## src/rtl/mlaccel_sspi_pkg.sv

```systemverilog
`timescale 1ns/1ps
// mlaccel_sspi_pkg: shared state encoding and
// constants for the SPI responder slice.
package mlaccel_sspi_pkg;

  typedef logic [1:0] state_t;

  localparam state_t ST_IDLE     = 2'd0;
  localparam state_t ST_SEL_WAIT = 2'd1;
  localparam state_t ST_SHIFT    = 2'd2;

  localparam logic [7:0] UNDERRUN_FILL = 8'h00;

  localparam logic CSB_IDLE  = 1'b1;
  localparam logic CLK_IDLE  = 1'b1;
  localparam logic MOSI_IDLE = 1'b0;

endpackage

```

## src/rtl/mlaccel_sspi_responder_if.sv

```systemverilog
`timescale 1ns/1ps
// mlaccel_sspi_responder_if: core-side byte
// stream between the SPI responder and its user.
interface mlaccel_sspi_responder_if;

  logic       rx_valid;
  logic [7:0] rx_data;
  logic       rx_first;
  logic       tx_valid;
  logic [7:0] tx_data;
  logic       tx_ready;
  logic       tx_underrun;
  logic       xfer_end;

  modport master (
    input  rx_valid,
    input  rx_data,
    input  rx_first,
    output tx_valid,
    output tx_data,
    input  tx_ready,
    input  tx_underrun,
    input  xfer_end
  );

  modport slave (
    output rx_valid,
    output rx_data,
    output rx_first,
    input  tx_valid,
    input  tx_data,
    output tx_ready,
    output tx_underrun,
    output xfer_end
  );

endinterface

```

## src/rtl/mlaccel_sspi_sync.sv

```systemverilog
`timescale 1ns/1ps
// mlaccel_sspi_sync: input synchronizer followed by
// either a glitch filter or a matching delay line.
module mlaccel_sspi_sync #(
  parameter int   SYNC_STAGES = 2,
  parameter int   FILT_LEN    = 2,
  parameter bit   FILTER      = 1'b0,
  parameter logic RST_VAL     = 1'b0
) (
  input  logic clock,
  input  logic resetn,
  input  logic d,
  output logic q
);

  logic [SYNC_STAGES-1:0] sync;
  logic [FILT_LEN-1:0]    hist;

  // Metastability chain; first flop sees the pin.
  always_ff @(posedge clock or negedge resetn) begin
    if (!resetn) begin
      sync <= {SYNC_STAGES{RST_VAL}};
    end else begin
      sync[0] <= d;
      for (int i = 1; i < SYNC_STAGES; i++) begin
        sync[i] <= sync[i-1];
      end
    end
  end

  // Sample history: filter window or plain delay.
  always_ff @(posedge clock or negedge resetn) begin
    if (!resetn) begin
      hist <= {FILT_LEN{RST_VAL}};
    end else begin
      hist[0] <= sync[SYNC_STAGES-1];
      for (int i = 1; i < FILT_LEN; i++) begin
        hist[i] <= hist[i-1];
      end
    end
  end

  if (FILTER) begin : g_filt
    logic filt;

    // Held level; q shows the accepted level early
    // so edges line up with the delayed data path.
    always_ff @(posedge clock or negedge resetn) begin
      if (!resetn) begin
        filt <= RST_VAL;
      end else begin
        filt <= q;
      end
    end

    assign q = (&hist)  ? 1'b1 :
               (~|hist) ? 1'b0 : filt;
  end else begin : g_dly
    assign q = hist[FILT_LEN-1];
  end

endmodule

```

## src/rtl/mlaccel_sspi_responder.sv

```systemverilog
`timescale 1ns/1ps
// mlaccel_sspi_responder: mode-3 SPI byte responder
// with a one-entry transmit holding buffer.
module mlaccel_sspi_responder
  import mlaccel_sspi_pkg::*;
#(
  parameter int SYNC_STAGES = 2,
  parameter int FILT_LEN    = 2
) (
  input  logic clock,
  input  logic resetn,
  input  logic spi_csb,
  input  logic spi_clk,
  input  logic spi_mosi,
  output logic spi_miso,
  output logic spi_miso_oe,
  mlaccel_sspi_responder_if.slave core
);

  localparam int SETTLE = SYNC_STAGES + FILT_LEN;

  logic       csb_s;
  logic       clk_s;
  logic       mosi_s;
  logic       clk_d;
  logic       clk_rise;
  logic       clk_fall;
  state_t     state;
  logic       armed;
  logic [7:0] settle;
  logic       settled;
  logic       selected;
  logic       first_pend;
  logic [2:0] bit_cnt;
  logic [6:0] rx_sr;
  logic [7:0] rx_data;
  logic       rx_valid;
  logic       rx_first;
  logic [7:0] tx_sr;
  logic [7:0] hold_data;
  logic       hold_full;
  logic       tx_underrun;
  logic       xfer_end;
  logic       boundary;
  logic       accept;

  mlaccel_sspi_sync #(
    .SYNC_STAGES (SYNC_STAGES),
    .FILT_LEN    (FILT_LEN),
    .FILTER      (1'b0),
    .RST_VAL     (CSB_IDLE)
  ) u_csb (
    .clock  (clock),
    .resetn (resetn),
    .d      (spi_csb),
    .q      (csb_s)
  );

  mlaccel_sspi_sync #(
    .SYNC_STAGES (SYNC_STAGES),
    .FILT_LEN    (FILT_LEN),
    .FILTER      (1'b1),
    .RST_VAL     (CLK_IDLE)
  ) u_clk (
    .clock  (clock),
    .resetn (resetn),
    .d      (spi_clk),
    .q      (clk_s)
  );

  mlaccel_sspi_sync #(
    .SYNC_STAGES (SYNC_STAGES),
    .FILT_LEN    (FILT_LEN),
    .FILTER      (1'b0),
    .RST_VAL     (MOSI_IDLE)
  ) u_mosi (
    .clock  (clock),
    .resetn (resetn),
    .d      (spi_mosi),
    .q      (mosi_s)
  );

  assign clk_rise = clk_s & ~clk_d;
  assign clk_fall = ~clk_s & clk_d;
  assign settled  = (settle == 8'(SETTLE));
  assign selected = ~csb_s & (state != ST_IDLE);
  assign boundary = selected & clk_fall &
                    (bit_cnt == 3'd0);
  assign accept   = core.tx_valid & ~hold_full;

  // Previous filtered clock level for edge detect.
  always_ff @(posedge clock or negedge resetn) begin
    if (!resetn) begin
      clk_d <= CLK_IDLE;
    end else begin
      clk_d <= clk_s;
    end
  end

  // Selection FSM; after reset the select line has
  // to be seen high once the synchronizers have
  // flushed before a new selection is accepted.
  always_ff @(posedge clock or negedge resetn) begin
    if (!resetn) begin
      state  <= ST_IDLE;
      armed  <= 1'b0;
      settle <= '0;
    end else begin
      if (!settled) settle <= settle + 8'd1;
      if (csb_s) begin
        state <= ST_IDLE;
        if (settled) armed <= 1'b1;
      end else begin
        unique case (state)
          ST_IDLE: begin
            if (armed) state <= ST_SEL_WAIT;
          end
          ST_SEL_WAIT: begin
            if (clk_fall) state <= ST_SHIFT;
          end
          ST_SHIFT: begin
            state <= ST_SHIFT;
          end
          default: begin
            state <= ST_IDLE;
          end
        endcase
      end
    end
  end

  // Receive shifter, bit counter and byte strobe.
  always_ff @(posedge clock or negedge resetn) begin
    if (!resetn) begin
      bit_cnt    <= '0;
      rx_sr      <= '0;
      rx_data    <= '0;
      rx_valid   <= 1'b0;
      rx_first   <= 1'b0;
      first_pend <= 1'b0;
    end else begin
      rx_valid <= 1'b0;
      rx_first <= 1'b0;
      if (state == ST_IDLE) first_pend <= 1'b1;
      if (csb_s) begin
        bit_cnt <= '0;
      end else if (clk_rise &&
                   state == ST_SHIFT) begin
        rx_sr   <= {rx_sr[5:0], mosi_s};
        bit_cnt <= bit_cnt + 3'd1;
        if (bit_cnt == 3'd7) begin
          rx_data    <= {rx_sr, mosi_s};
          rx_valid   <= 1'b1;
          rx_first   <= first_pend;
          first_pend <= 1'b0;
        end
      end
    end
  end

  // Transmit shifter and one-entry holding buffer.
  always_ff @(posedge clock or negedge resetn) begin
    if (!resetn) begin
      tx_sr       <= '0;
      hold_data   <= '0;
      hold_full   <= 1'b0;
      tx_underrun <= 1'b0;
    end else begin
      tx_underrun <= 1'b0;
      if (boundary) begin
        if (hold_full) begin
          tx_sr <= hold_data;
        end else begin
          tx_sr       <= UNDERRUN_FILL;
          tx_underrun <= 1'b1;
        end
      end else if (selected && clk_fall) begin
        tx_sr <= {tx_sr[6:0], 1'b0};
      end
      if (accept) begin
        hold_full <= 1'b1;
        hold_data <= core.tx_data;
      end else if (boundary) begin
        hold_full <= 1'b0;
      end
    end
  end

  // End-of-selection strobe on deselect.
  always_ff @(posedge clock or negedge resetn) begin
    if (!resetn) begin
      xfer_end <= 1'b0;
    end else begin
      xfer_end <= csb_s & (state != ST_IDLE);
    end
  end

  assign spi_miso         = tx_sr[7];
  assign spi_miso_oe      = (state != ST_IDLE);
  assign core.rx_valid    = rx_valid;
  assign core.rx_data     = rx_data;
  assign core.rx_first    = rx_first;
  assign core.tx_ready    = ~hold_full;
  assign core.tx_underrun = tx_underrun;
  assign core.xfer_end    = xfer_end;

endmodule

```

## src/flat_wrapper.sv

```systemverilog
// flat-port wrapper written by rule: the top's interface ports become plain ports
module mlaccel_sspi_responder_flat import mlaccel_sspi_pkg::*;
#(
  parameter int SYNC_STAGES = 2,
  parameter int FILT_LEN    = 2
)
  (clock, resetn, spi_csb, spi_clk, spi_mosi, spi_miso, spi_miso_oe, core_rx_valid, core_rx_data, core_rx_first, core_tx_valid, core_tx_data, core_tx_ready, core_tx_underrun, core_xfer_end);
  mlaccel_sspi_responder_if core_i ();
  input  logic clock;
  input  logic resetn;
  input  logic spi_csb;
  input  logic spi_clk;
  input  logic spi_mosi;
  output logic spi_miso;
  output logic spi_miso_oe;
  output wire logic [$bits(core_i.rx_valid)-1:0] core_rx_valid;
  output wire logic [$bits(core_i.rx_data)-1:0] core_rx_data;
  output wire logic [$bits(core_i.rx_first)-1:0] core_rx_first;
  input wire logic [$bits(core_i.tx_valid)-1:0] core_tx_valid;
  input wire logic [$bits(core_i.tx_data)-1:0] core_tx_data;
  output wire logic [$bits(core_i.tx_ready)-1:0] core_tx_ready;
  output wire logic [$bits(core_i.tx_underrun)-1:0] core_tx_underrun;
  output wire logic [$bits(core_i.xfer_end)-1:0] core_xfer_end;
  assign core_rx_valid = core_i.rx_valid;
  assign core_rx_data = core_i.rx_data;
  assign core_rx_first = core_i.rx_first;
  assign core_i.tx_valid = core_tx_valid;
  assign core_i.tx_data = core_tx_data;
  assign core_tx_ready = core_i.tx_ready;
  assign core_tx_underrun = core_i.tx_underrun;
  assign core_xfer_end = core_i.xfer_end;
  mlaccel_sspi_responder #(.SYNC_STAGES(SYNC_STAGES), .FILT_LEN(FILT_LEN)) u_core (.clock(clock), .resetn(resetn), .spi_csb(spi_csb), .spi_clk(spi_clk), .spi_mosi(spi_mosi), .spi_miso(spi_miso), .spi_miso_oe(spi_miso_oe), .core(core_i));
endmodule
```

## config.mk

```make
export PLATFORM = sky130hd
export DESIGN_NAME = mlaccel_sspi_responder_flat
export DESIGN_NICKNAME = d
export VERILOG_FILES = /design/src/rtl/mlaccel_sspi_pkg.sv /design/src/rtl/mlaccel_sspi_responder_if.sv /design/src/rtl/mlaccel_sspi_sync.sv /design/src/rtl/mlaccel_sspi_responder.sv /design/src/flat_wrapper.sv
export SDC_FILE = /design/constraint.sdc
export NUM_CORES = 1
export LEC_CHECK = 0
export BUFFER_PORTS_ARGS = -buffer_cell sky130_fd_sc_hd__buf_4
export CAP_MARGIN = 20
export CORE_UTILIZATION = 61
export CTS_BUF_LIST = sky130_fd_sc_hd__clkbuf_16
export DETAILED_ROUTE_END_ITERATION = 12
export PLACE_DENSITY = 0.83
export SYNTH_ARGS = -nofsm -noshare
export SYNTH_HDL_FRONTEND = slang
export SYNTH_SLANG_ARGS = --single-unit
```

## constraint.sdc

```tcl
create_clock -name clock -period 3.22 [get_ports clock]
set_input_delay 0.966 -clock clock [delete_from_list [all_inputs] [get_ports clock]]
set_output_delay 0.966 -clock clock [all_outputs]
set_load 0.005 [all_outputs]
```

# Word-level counts from Yosys, hierarchy flattened
# Cells that the tools add are included.
dict set report word_totals {
  register_bits 64
  inputBits 14
  word_cells 79
}
dict set report op_classes {
  add_sub_neg 2
  eq_ne 6
  n_mux 25
  bitwise_logic 11
  reduce_logical 14
}
# cell n
set op_table {}
lappend op_table {{two-way mux 8 bit} 3}
lappend op_table {{two-way mux 1 bit} 16}
lappend op_table {{adder 8 x 1 -> 8 bit, second input constant} 1}
lappend op_table {{== test 8 x 3 -> 1 bit, second input constant} 1}
lappend op_table {{AND reduction 2 bit} 4}
lappend op_table {{nonzero test 2 bit} 4}
lappend op_table {{AND 1 bit} 7}
lappend op_table {{two-way mux 2 bit} 3}
lappend op_table {{two-way mux 3 bit} 2}
lappend op_table {{!= test 3 x 2 -> 1 bit, second input constant} 2}
lappend op_table {{case mux 2 bit (3 select lines)} 1}
lappend op_table {{inverter 1 bit} 4}
lappend op_table {{adder 3 x 1 -> 3 bit, second input constant} 1}
lappend op_table {{== test 3 bit, second input constant} 1}
lappend op_table {{logical NOT 3 bit} 1}
lappend op_table {{AND reduction 3 bit} 1}
lappend op_table {{== test 2 x 1 -> 1 bit, second input constant} 1}
lappend op_table {{== test 2 bit, second input constant} 1}
lappend op_table {{logical AND 1 bit} 2}
lappend op_table {{logical NOT 2 bit} 1}
lappend op_table {{OR reduction 2 bit} 1}

# Longest topological paths before layout
# Gate-level depths: netlist (run 1).
dict set report depth {
  word_depth 9
  ltp_mapped 6
}

# Cells and area by module
# A second synthesis (run 1) with hierarchy kept.
dict set report unflattened {
  hier_cells 198
  area_unflattened_um2 2598.7
}
# module n_inst cells_each area_each_um2 seq_area_each_um2
set modules_own_cells {}
lappend modules_own_cells {mlaccel_sspi_responder 1 184 2250.9 1302.5}
lappend modules_own_cells {{mlaccel_sspi_sync (u_core.u_clk)} 1 6 142.6 131.4}
lappend modules_own_cells {{mlaccel_sspi_sync (u_core.u_csb)} 1 4 105.1 105.1}
lappend modules_own_cells {{mlaccel_sspi_sync (u_core.u_mosi)} 1 4 100.1 100.1}

# Least setup slack after synthesis (run 1)
# No wires, ideal clock.
dict set report synth_path {
  kind {input to register}
  start {in core_tx_valid}
  end {reg u_core.hold_data[0]}
  setup_ns 0.125
  arrival_time_ns 1.708
  required_time_ns 3.095
  path_slack_ns 1.388
  stages 3
  n_path_buf 1
  path_cell_list {nor2b_1 clkbuf_1 mux2_2}
}
dict set report synth_via {
  elab_chain_cells 1
}
# element line
set synth_lines {}
lappend synth_lines {{start: declaration} flat_wrapper.sv:19} ;# input wire logic [$bits(core_i.tx_valid)-1:0] core_tx_valid;
lappend synth_lines {{AND 1 bit} mlaccel_sspi_responder.sv:89} ;# assign accept = core.tx_valid & ~hold_full;
lappend synth_lines {{end signal: assignment} mlaccel_sspi_responder.sv:182} ;# hold_data <= core.tx_data;
lappend synth_lines {{end: declaration} mlaccel_sspi_responder.sv:40} ;# logic [7:0] hold_data;
# No other way between the ends.
# A chain may end at the register's enable or synchronous reset.

# Final worst setup path (run 1)
dict set report layout_path {
  start {reg u_core.state[0]}
  end {out spi_miso_oe}
}
dict set report layout_via {
  elab_chain_cells 1
}
# element line
set layout_lines {}
lappend layout_lines {{start: declaration} mlaccel_sspi_responder.sv:28} ;# state_t state;
lappend layout_lines {{start signal: assignment} mlaccel_sspi_responder.sv:105} ;# state <= ST_IDLE;
lappend layout_lines {{start signal: assignment} mlaccel_sspi_responder.sv:111} ;# state <= ST_IDLE;
lappend layout_lines {{start signal: assignment} mlaccel_sspi_responder.sv:116} ;# if (armed) state <= ST_SEL_WAIT;
lappend layout_lines {{nonzero test 2 bit} mlaccel_sspi_responder.sv:199} ;# assign spi_miso_oe = (state != ST_IDLE);
lappend layout_lines {{end: declaration} flat_wrapper.sv:15} ;# output logic spi_miso_oe;
# No other way between the ends.

==> results.tsv, run 1 <==
metric	value	unit
Synth Warn #	0	
Total Routing Usage GR	24.1	%
Nets	245	
initial antenna violation count	0	
Synth Flop Type	dfrtp_1	
arrival time of the worst setup path	1.34	ns
GP Congestion	0.745	
CP max stage delay	0.40	ns
Slew Viols, Final	0	
hold buffers post-CTS	0	
Routed WL	4640	um
cell count after synthesis	188	
max cap viols	0	
gate family responsible for the most delay along the worst path	flip-flops	
post_cts resized	0	
Final setup viols	0	
total grt overflow	0	
sequential area share after synthesis	61.6	%
count of cell types in the netlist	32	
Wirelength per Cell	16.7	um
CTS buffer count	9	
first-pass GRT wire length	7450	um
part of the cycle the worst path needs	71.5	%
layout cells sized above 1	33.9	%
syn avg cell area	13.9	um2
most frequent cells in the layout	55 x dfrtp_1, 29 x buf_4, 23 x mux2_2	
Final Instance Area	0.00317	mm2
Port Buffers	28	
Tightest Hold Check Type	reg2reg	
Clk pin slew, worst setup/hold paths	0.05	ns
worst slew pin tran	1.03	ns
total core area	0.00406	mm2
EDFF count, synth	0	
unrepaired setup endpoints after global routing	false	
placed cell area	0.00286	mm2
Rows	23	
CP dominant cell by count	inv_1	
Max FO, Critical Path	4	
CP endpoint kind	primary output	
status	finished, final reports clean	
CTS root buffer	clkbuf_16	
vias in the first global route	1568	
IO Pins	29	
most common cell after layout, fill and taps aside	dfrtp_1	
Critical Path, Cell by Cell	inv_1 > ha_1 > inv_1 > buf_4	
die width	67.5	um
via count	1480	
Inserted Diodes	0	
Fmax achieved	434	MHz
min cycle time layout	2.30	ns
peak supply drop	0.530	mV
Placement Setup Slack	1.07	ns
Final WS setup	0.917	ns
post-CTS setup buffers	0	
crit path launch type	flop	
antenna viol nets, final	0	
final hold vios	0	
Worst EP required	2.25	ns
crit path max-delay cell type	dfrtp_1	
asr flop ratio synth	100	%
Buf/Inv on CP	3	
Core Util, Final	78.1	%
slew margin rel.	31.3	%
First DRT Iteration DRCs	63	
Starting Density	64.5	%
fillcell total	246	
Die H	67.5	um
hpwl dp	3020	um
DR DRC count	0	
pwr dens	732	mW/mm2
Max clock buf depth	2	
Static Leakage	1.63	nW
largest net degree at the start of global routing	65	
TritonCTS clock tree	yes	
Pre-antenna DRT Iters	4	
area grow syn2layout	21.1	%
H-tree levels	3	
Post-Syn Area	0.00262	mm2
crit path kind	reg2out	
Clock Skew	0.00679	ns
worst skew pair latency	0.32	ns
Die ar.	0.00456	mm2
syn_nets	211	
Fin Setup TNS	0	ns
# clock sinks	64	
Yosys reg bits	64	
vias per cell	5.34	
[logic make-up (layout without fill, tap and decap cells)]
logic type | Yosys count | count (layout) | share of synthesized area [%]
adder cells (fa/ha/maj) | 10 | 10 | 4.68
multiplexers | 43 | 43 | 18.1
AO/OA/AOI/OAI | 3 | 3 | 0.956
AND/OR/NAND/NOR | 42 | 42 | 8.94
flip-flops | 64 | 64 | 61.6
XOR/XNOR | 8 | 8 | 2.68
buffers and inverters | 18 | 57 | 3.01
[flip-flops by register name, indices dropped and copies added (netlist names), 2 cells and up]
register,flops
u_core.u_csb.hist,2
u_core.rx_sr,7
u_core.hold_data,8
u_core.u_clk.sync,2
u_core.bit_cnt,3
u_core.u_mosi.hist,2
u_core.core.rx_data,8
u_core.settle,8
u_core.state,2
u_core.u_clk.hist,2
u_core.u_mosi.sync,2
u_core.tx_sr,8
u_core.u_csb.sync,2
[metal layers]
metal	up-vias	share of wire (%)	global-route usage [%]
li1	699	-	-
met1	740	40	25.9
met2	29	56	42.1
met3	12	2.0	5.41
met4	0	2.3	16.0
met5	-	0	0
[through the flow]
stage | hold WS [ns] | std cells | power (mW)
after global routing | 0.355 | 277 | 2.42
after floorplan | 0.331 | 188 | 1.22
after CTS | 0.353 | 277 | 2.34
after global placement | 0.335 | 261 | 1.30
final | 0.350 | 277 | 2.32
after detailed placement | 0.338 | 261 | 1.35
[Yosys cell counts (2+ instances only)]
master	instances	area, um2
and2_1	4	25.0
and3_1	2	12.5
clkbuf_1	4	15.0
dfrtp_1	55	1380
dfstp_2	9	236
ha_1	9	113
inv_1	12	45.0
mux2_1	4	45.0
mux2_2	23	259
mux2_4	2	30.0
mux2i_1	14	140
nand2_1	7	26.3
nand2b_1	5	31.3
nand3_1	5	25.0
nor2_1	8	30.0
nor2b_1	3	18.8
xnor2_1	7	61.3
[power breakdown]
| group | leakage (nW) | total, mW | switching, mW | internal, mW |
|---|---|---|---|---|
| logic | 0.670 | 0.339 | 0.157 | 0.181 |
| clock network | 0.161 | 0.976 | 0.313 | 0.663 |
| registers | 0.804 | 1.01 | 0.0705 | 0.935 |
[layout make-up]
type / instances / area [um2] / share of cell area (%)
clock buffers: 9 / 225 / 7.11
clock inverters: 7 / 80.1 / 2.53
inverters: 12 / 45.0 / 1.42
multi-input cells: 106 / 926 / 29.2
flip-flops and latches: 64 / 1610 / 50.9
well taps: 50 / 62.6 / 1.97
repair buffers: 29 / 218 / 6.87
[path summary, 6_finish.rpt]
path / from / end / slack, ns / depth (start not counted)
worst max-delay path: u_core.state[0] / spi_miso_oe / 0.92 / 4
worst min-delay path: u_core.u_mosi.hist[0] / u_core.u_mosi.hist[1] / 0.35 / 0
worst max register to register: u_core.state[0] / u_core.rx_sr[0] / 1.09 / 5
worst min register to register: u_core.u_mosi.hist[0] / u_core.u_mosi.hist[1] / 0.35 / 0
max in group asynchronous: resetn / u_core.core.rx_data[2] / 1.98 / 1
min in group asynchronous: resetn / u_core.core.rx_data[7] / 0.73 / 1
Power figures use the tool's default switching activity.
==> run 2: changes to the inputs <==
--- a/config.mk
+++ b/config.mk
@@ -7,10 +7,10 @@
 export LEC_CHECK = 0
 export BUFFER_PORTS_ARGS = -buffer_cell sky130_fd_sc_hd__buf_4
 export CAP_MARGIN = 20
-export CORE_UTILIZATION = 61
+export CORE_UTILIZATION = 52
 export CTS_BUF_LIST = sky130_fd_sc_hd__clkbuf_16
 export DETAILED_ROUTE_END_ITERATION = 12
-export PLACE_DENSITY = 0.83
+export PLACE_DENSITY = 0.75
 export SYNTH_ARGS = -nofsm -noshare
 export SYNTH_HDL_FRONTEND = slang
 export SYNTH_SLANG_ARGS = --single-unit
==> constraint.sdc (replaced) <==
create_clock -name clock -period 2.05 [get_ports clock]
set_input_delay 0.615 -clock clock [delete_from_list [all_inputs] [get_ports clock]]
set_output_delay 0.615 -clock clock [all_outputs]
set_load 0.005 [all_outputs]
==> results.tsv, run 2 (synthesis results as in run 1) <==
metric	value	unit
status	finished, final reports clean	
first-pass GRT wire length	7530	um
post_cts resized	0	
H-tree levels	3	
via count	1500	
crit path launch type	flop	
Starting Density	54.7	%
most frequent cells in the layout	55 x dfrtp_1, 33 x buf_4, 23 x mux2_2	
Core Util, Final	66.7	%
Pre-antenna DRT Iters	5	
Nets	250	
Tightest Hold Check Type	in2async	
Total Routing Usage GR	19.6	%
most common cell after layout, fill and taps aside	dfrtp_1	
Die ar.	0.00532	mm2
final hold vios	0	
Crit. Startpoint	u_core.clk_d	
Max clock buf depth	2	
Worst EP required	2.24	ns
CTS root buffer	clkbuf_16	
worst slew pin tran	0.465	ns
Critical R2R Launch	u_core.clk_d	
post-CTS setup buffers	0	
Clock Skew	0.00870	ns
Port Buffers	28	
Clk pin slew, worst setup/hold paths	0.05	ns
Post-Layout Cell Count	299	
Routed WL	4390	um
min cycle time layout	1.96	ns
Fmax achieved	510	MHz
CP endpoint kind	flop	
TritonCTS clock tree	yes	
initial antenna violation count	0	
worst skew pair latency	0.32	ns
Fin Setup TNS	0	ns
unrepaired setup endpoints after global routing	false	
Static Leakage	1.64	nW
CTS buffer count	9	
crit path kind	reg2reg	
DP Cell Count	283	
Slew Viols, Final	0	
hold buffers post-CTS	0	
GP Congestion	0.731	
pwr dens	1060	mW/mm2
area grow syn2layout	22.0	%
DR DRC count	0	
total core area	0.00479	mm2
Inserted Diodes	0	
reg2reg end	u_core.tx_sr[7]	
max cap viols	0	
die width	73.0	um
First DRT Iteration DRCs	58	
Die H	73.0	um
vias per cell	5.02	
Max FO, Critical Path	10	
peak supply drop	0.763	mV
largest net degree at the start of global routing	36	
Final setup viols	0	
R2R setup slack	0.09	ns
part of the cycle the worst path needs	95.7	%
IO Pins	29	
Wirelength per Cell	14.7	um
# clock sinks	64	
layout cells sized above 1	35.3	%
arrival time of the worst setup path	2.15	ns
slew margin rel.	69.0	%
Rows	25	
end point of the critical path	u_core.tx_sr[7]	
R2R depth	3	
antenna viol nets, final	0	
hpwl dp	3110	um
fillcell total	364	
vias in the first global route	1636	
total grt overflow	0	
-- run 2: cell types whose count changed in the layout (fill, tap and decap cells not counted) --
cell,change
clkinvlp_4,+1
clkinv_2,+1
clkinv_1,+1
inv_1,-1
buf_12,+1
buf_4,+4
bufinv_16,-2
-- run 2: critical path, stage by stage, from the launching register on --
cell     delay [ns]
dfstp_2        0.54
or3b_1         0.36
or3_1          0.54
mux2_1         0.39
-- run 2: worst min-delay path by stage --
stage,slack (ns),end
final,0.22,u_core.settle[2]
after global routing,0.25,u_core.settle[2]
after CTS,0.23,u_core.settle[2]
after detailed placement,0.34,u_core.u_mosi.hist[0]
after global placement,0.33,u_core.u_mosi.hist[1]
after floorplan,0.32,u_core.armed
-- run 2: per-stage QoR --
stage	worst slack [ns]	power, mW	hold WS, ns	area (um2)
global placement	0.165	2.06	0.334	2940
floorplan	0.246	1.91	0.319	2620
finish	0.0880	3.38	0.223	3190
CTS	0.0720	3.43	0.232	3190
detailed placement	0.0821	2.13	0.339	2940
global route	0.0165	3.55	0.249	3190
-- run 2: metal layers --
layer | vias to the layer above | global-route usage [%] | routed length [um]
met4 | 0 | 7.84 | 68
met3 | 6 | 6.08 | 137
met5 | - | 0 | 0
met1 | 766 | 23.5 | 1850
li1 | 706 | - | -
met2 | 22 | 33.0 | 2330
-- run 2: layout make-up --
class                      instances  area [um2]  area share (%)
timing repair buffer              34         268            8.39
inverter                          12        45.0            1.41
clock buffer                       9         225            7.05
sequential                        64        1610            50.5
tap                               67        83.8            2.63
clock inverter                     7        32.5            1.02
multi-input combinational        106         926            29.0
-- run 2: power by group --
part           leakage (nW)  switching (mW)  internal, mW
clock                 0.133           0.491         0.793
combinational         0.699           0.227         0.289
sequential            0.804           0.112          1.47
total                  1.64           0.830          2.55
==> run 3: changes to the inputs <==
--- a/config.mk
+++ b/config.mk
@@ -10,7 +10,9 @@
 export CORE_UTILIZATION = 52
 export CTS_BUF_LIST = sky130_fd_sc_hd__clkbuf_16
 export DETAILED_ROUTE_END_ITERATION = 12
+export MAX_ROUTING_LAYER = met4
 export PLACE_DENSITY = 0.75
+export SETUP_SLACK_MARGIN = 0.02
 export SYNTH_ARGS = -nofsm -noshare
 export SYNTH_HDL_FRONTEND = slang
 export SYNTH_SLANG_ARGS = --single-unit
==> results.tsv, run 3 (synthesis results as in run 1) <==
metric	value	unit
Inserted Diodes	0	
antenna viol nets, final	0	
DR DRC count	0	
total core area	0.00479	mm2
Total Routing Usage GR	20.2	%
pwr dens	1060	mW/mm2
Wirelength per Cell	14.6	um
First DRT Iteration DRCs	54	
highest routed metal layer	met4	
max cap viols	0	
R2R setup slack	0.24	ns
GP Congestion	0.740	
Fin Setup TNS	0	ns
Static Leakage	1.64	nW
hold buffers post-CTS	0	
DP Cell Count	283	
die width	73.0	um
crit path kind	reg2out	
metal3 WL	117	um
R2R depth	3	
Pre-antenna DRT Iters	6	
CTS root buffer	clkbuf_16	
most common cell after layout, fill and taps aside	dfrtp_1	
CTS buffer count	9	
fillcell total	363	
unrepaired setup endpoints after global routing	false	
Final setup viols	0	
part of the cycle the worst path needs	94.4	%
Starting Density	54.7	%
status	finished, final reports clean	
Die H	73.0	um
final hold vios	0	
arrival time of the worst setup path	1.32	ns
placed cell area	0.00294	mm2
layout cells sized above 1	35.8	%
Slew Viols, Final	0	
Final Instance Area	0.00320	mm2
Nets	250	
largest net degree at the start of global routing	36	
Rows	25	
initial antenna violation count	0	
Routed WL	4380	um
Critical R2R Launch	u_core.clk_d	
total grt overflow	0	
Port Buffers	28	
slew margin rel.	69.9	%
most frequent cells in the layout	55 x dfrtp_1, 33 x buf_4, 23 x mux2_2	
wire length on met2	2410	um
WL met1	1820	um
via count	1493	
Clk pin slew, worst setup/hold paths	0.05	ns
hpwl dp	3110	um
min cycle time layout	1.93	ns
area grow syn2layout	22.2	%
crit path launch type	flop	
Worst EP required	1.43	ns
Crit. Startpoint	u_core.state[0]	
worst skew pair latency	0.32	ns
IO Pins	29	
Core Util, Final	66.8	%
Post-Layout Cell Count	299	
vias in the first global route	1636	
first-pass GRT wire length	7520	um
TritonCTS clock tree	yes	
Die ar.	0.00532	mm2
reg2reg end	u_core.tx_sr[7]	
Hold Worst Slack	0.224	ns
Fmax achieved	517	MHz
worst slew pin tran	0.449	ns
vias per cell	4.99	
Max clock buf depth	2	
# clock sinks	64	
Tightest Hold Check Type	in2async	
H-tree levels	3	
CP endpoint kind	primary output	
Max FO, Critical Path	4	
peak supply drop	0.759	mV
Clock Skew	0.00827	ns
run 3: cell counts in the layout (fill, tap and decap cells not counted):
Identical to the previous run, type by type.
run 3: area by class of cell:
class,instances,area [um2],share of cell area [%]
tap,67,83.8,2.62
inverter,12,45.0,1.41
multi-input combinational,106,931,29.1
sequential,64,1610,50.4
timing repair buffer,34,268,8.37
clock inverter,7,32.5,1.02
clock buffer,9,225,7.04
run 3: worst max-delay path by stage:
| stage | end | depth (start not counted) | slack (ns) |
|---|---|---|---|
| 2_1_floorplan | u_core.core.rx_data[0] | 6 | 0.25 |
| 3_3_place_gp | u_core.tx_sr[7] | 3 | 0.17 |
| 3_5_place_dp | u_core.tx_sr[4] | 3 | 0.08 |
| 4_1_cts | u_core.tx_sr[4] | 3 | 0.07 |
| 5_1_grt | spi_miso_oe | 4 | 0.06 |
| 6_report | spi_miso_oe | 4 | 0.12 |
run 3: through the flow:
step / setup slack (ns) / total power, mW
6_report: 0.116 / 3.38
4_1_cts: 0.0720 / 3.43
3_3_place_gp: 0.165 / 2.06
5_1_grt: 0.0617 / 3.55
3_5_place_dp: 0.0821 / 2.13
2_1_floorplan: 0.246 / 1.91
run 3: power breakdown:
group	internal, mW	total, mW	switching, mW
combinational	0.290	0.518	0.228
sequential	1.47	1.58	0.113
clock	0.793	1.28	0.487
run 3: per-layer routing:
| layer | track usage (%) | up-vias |
|---|---|---|
| li1 | - | 707 |
| met1 | 23.4 | 764 |
| met2 | 33.2 | 20 |
| met3 | 5.80 | 2 |
| met4 | 7.84 | 0 |
| met5 | - | - |
run 3: worst max-delay path, cell delays in order, from the launching register on:
cell and delay (ns):
dfrtp_1 0.40, inv_1 0.13, ha_1 0.25, inv_1 0.09, buf_4 0.14
run 3: repair_timing:
item / CTS / global route
hold endpoints to repair: 0 / 0
setup buffers: 0 / 0
endpoints found under the setup margin: 0 / 2
resized for setup: 0 / 1
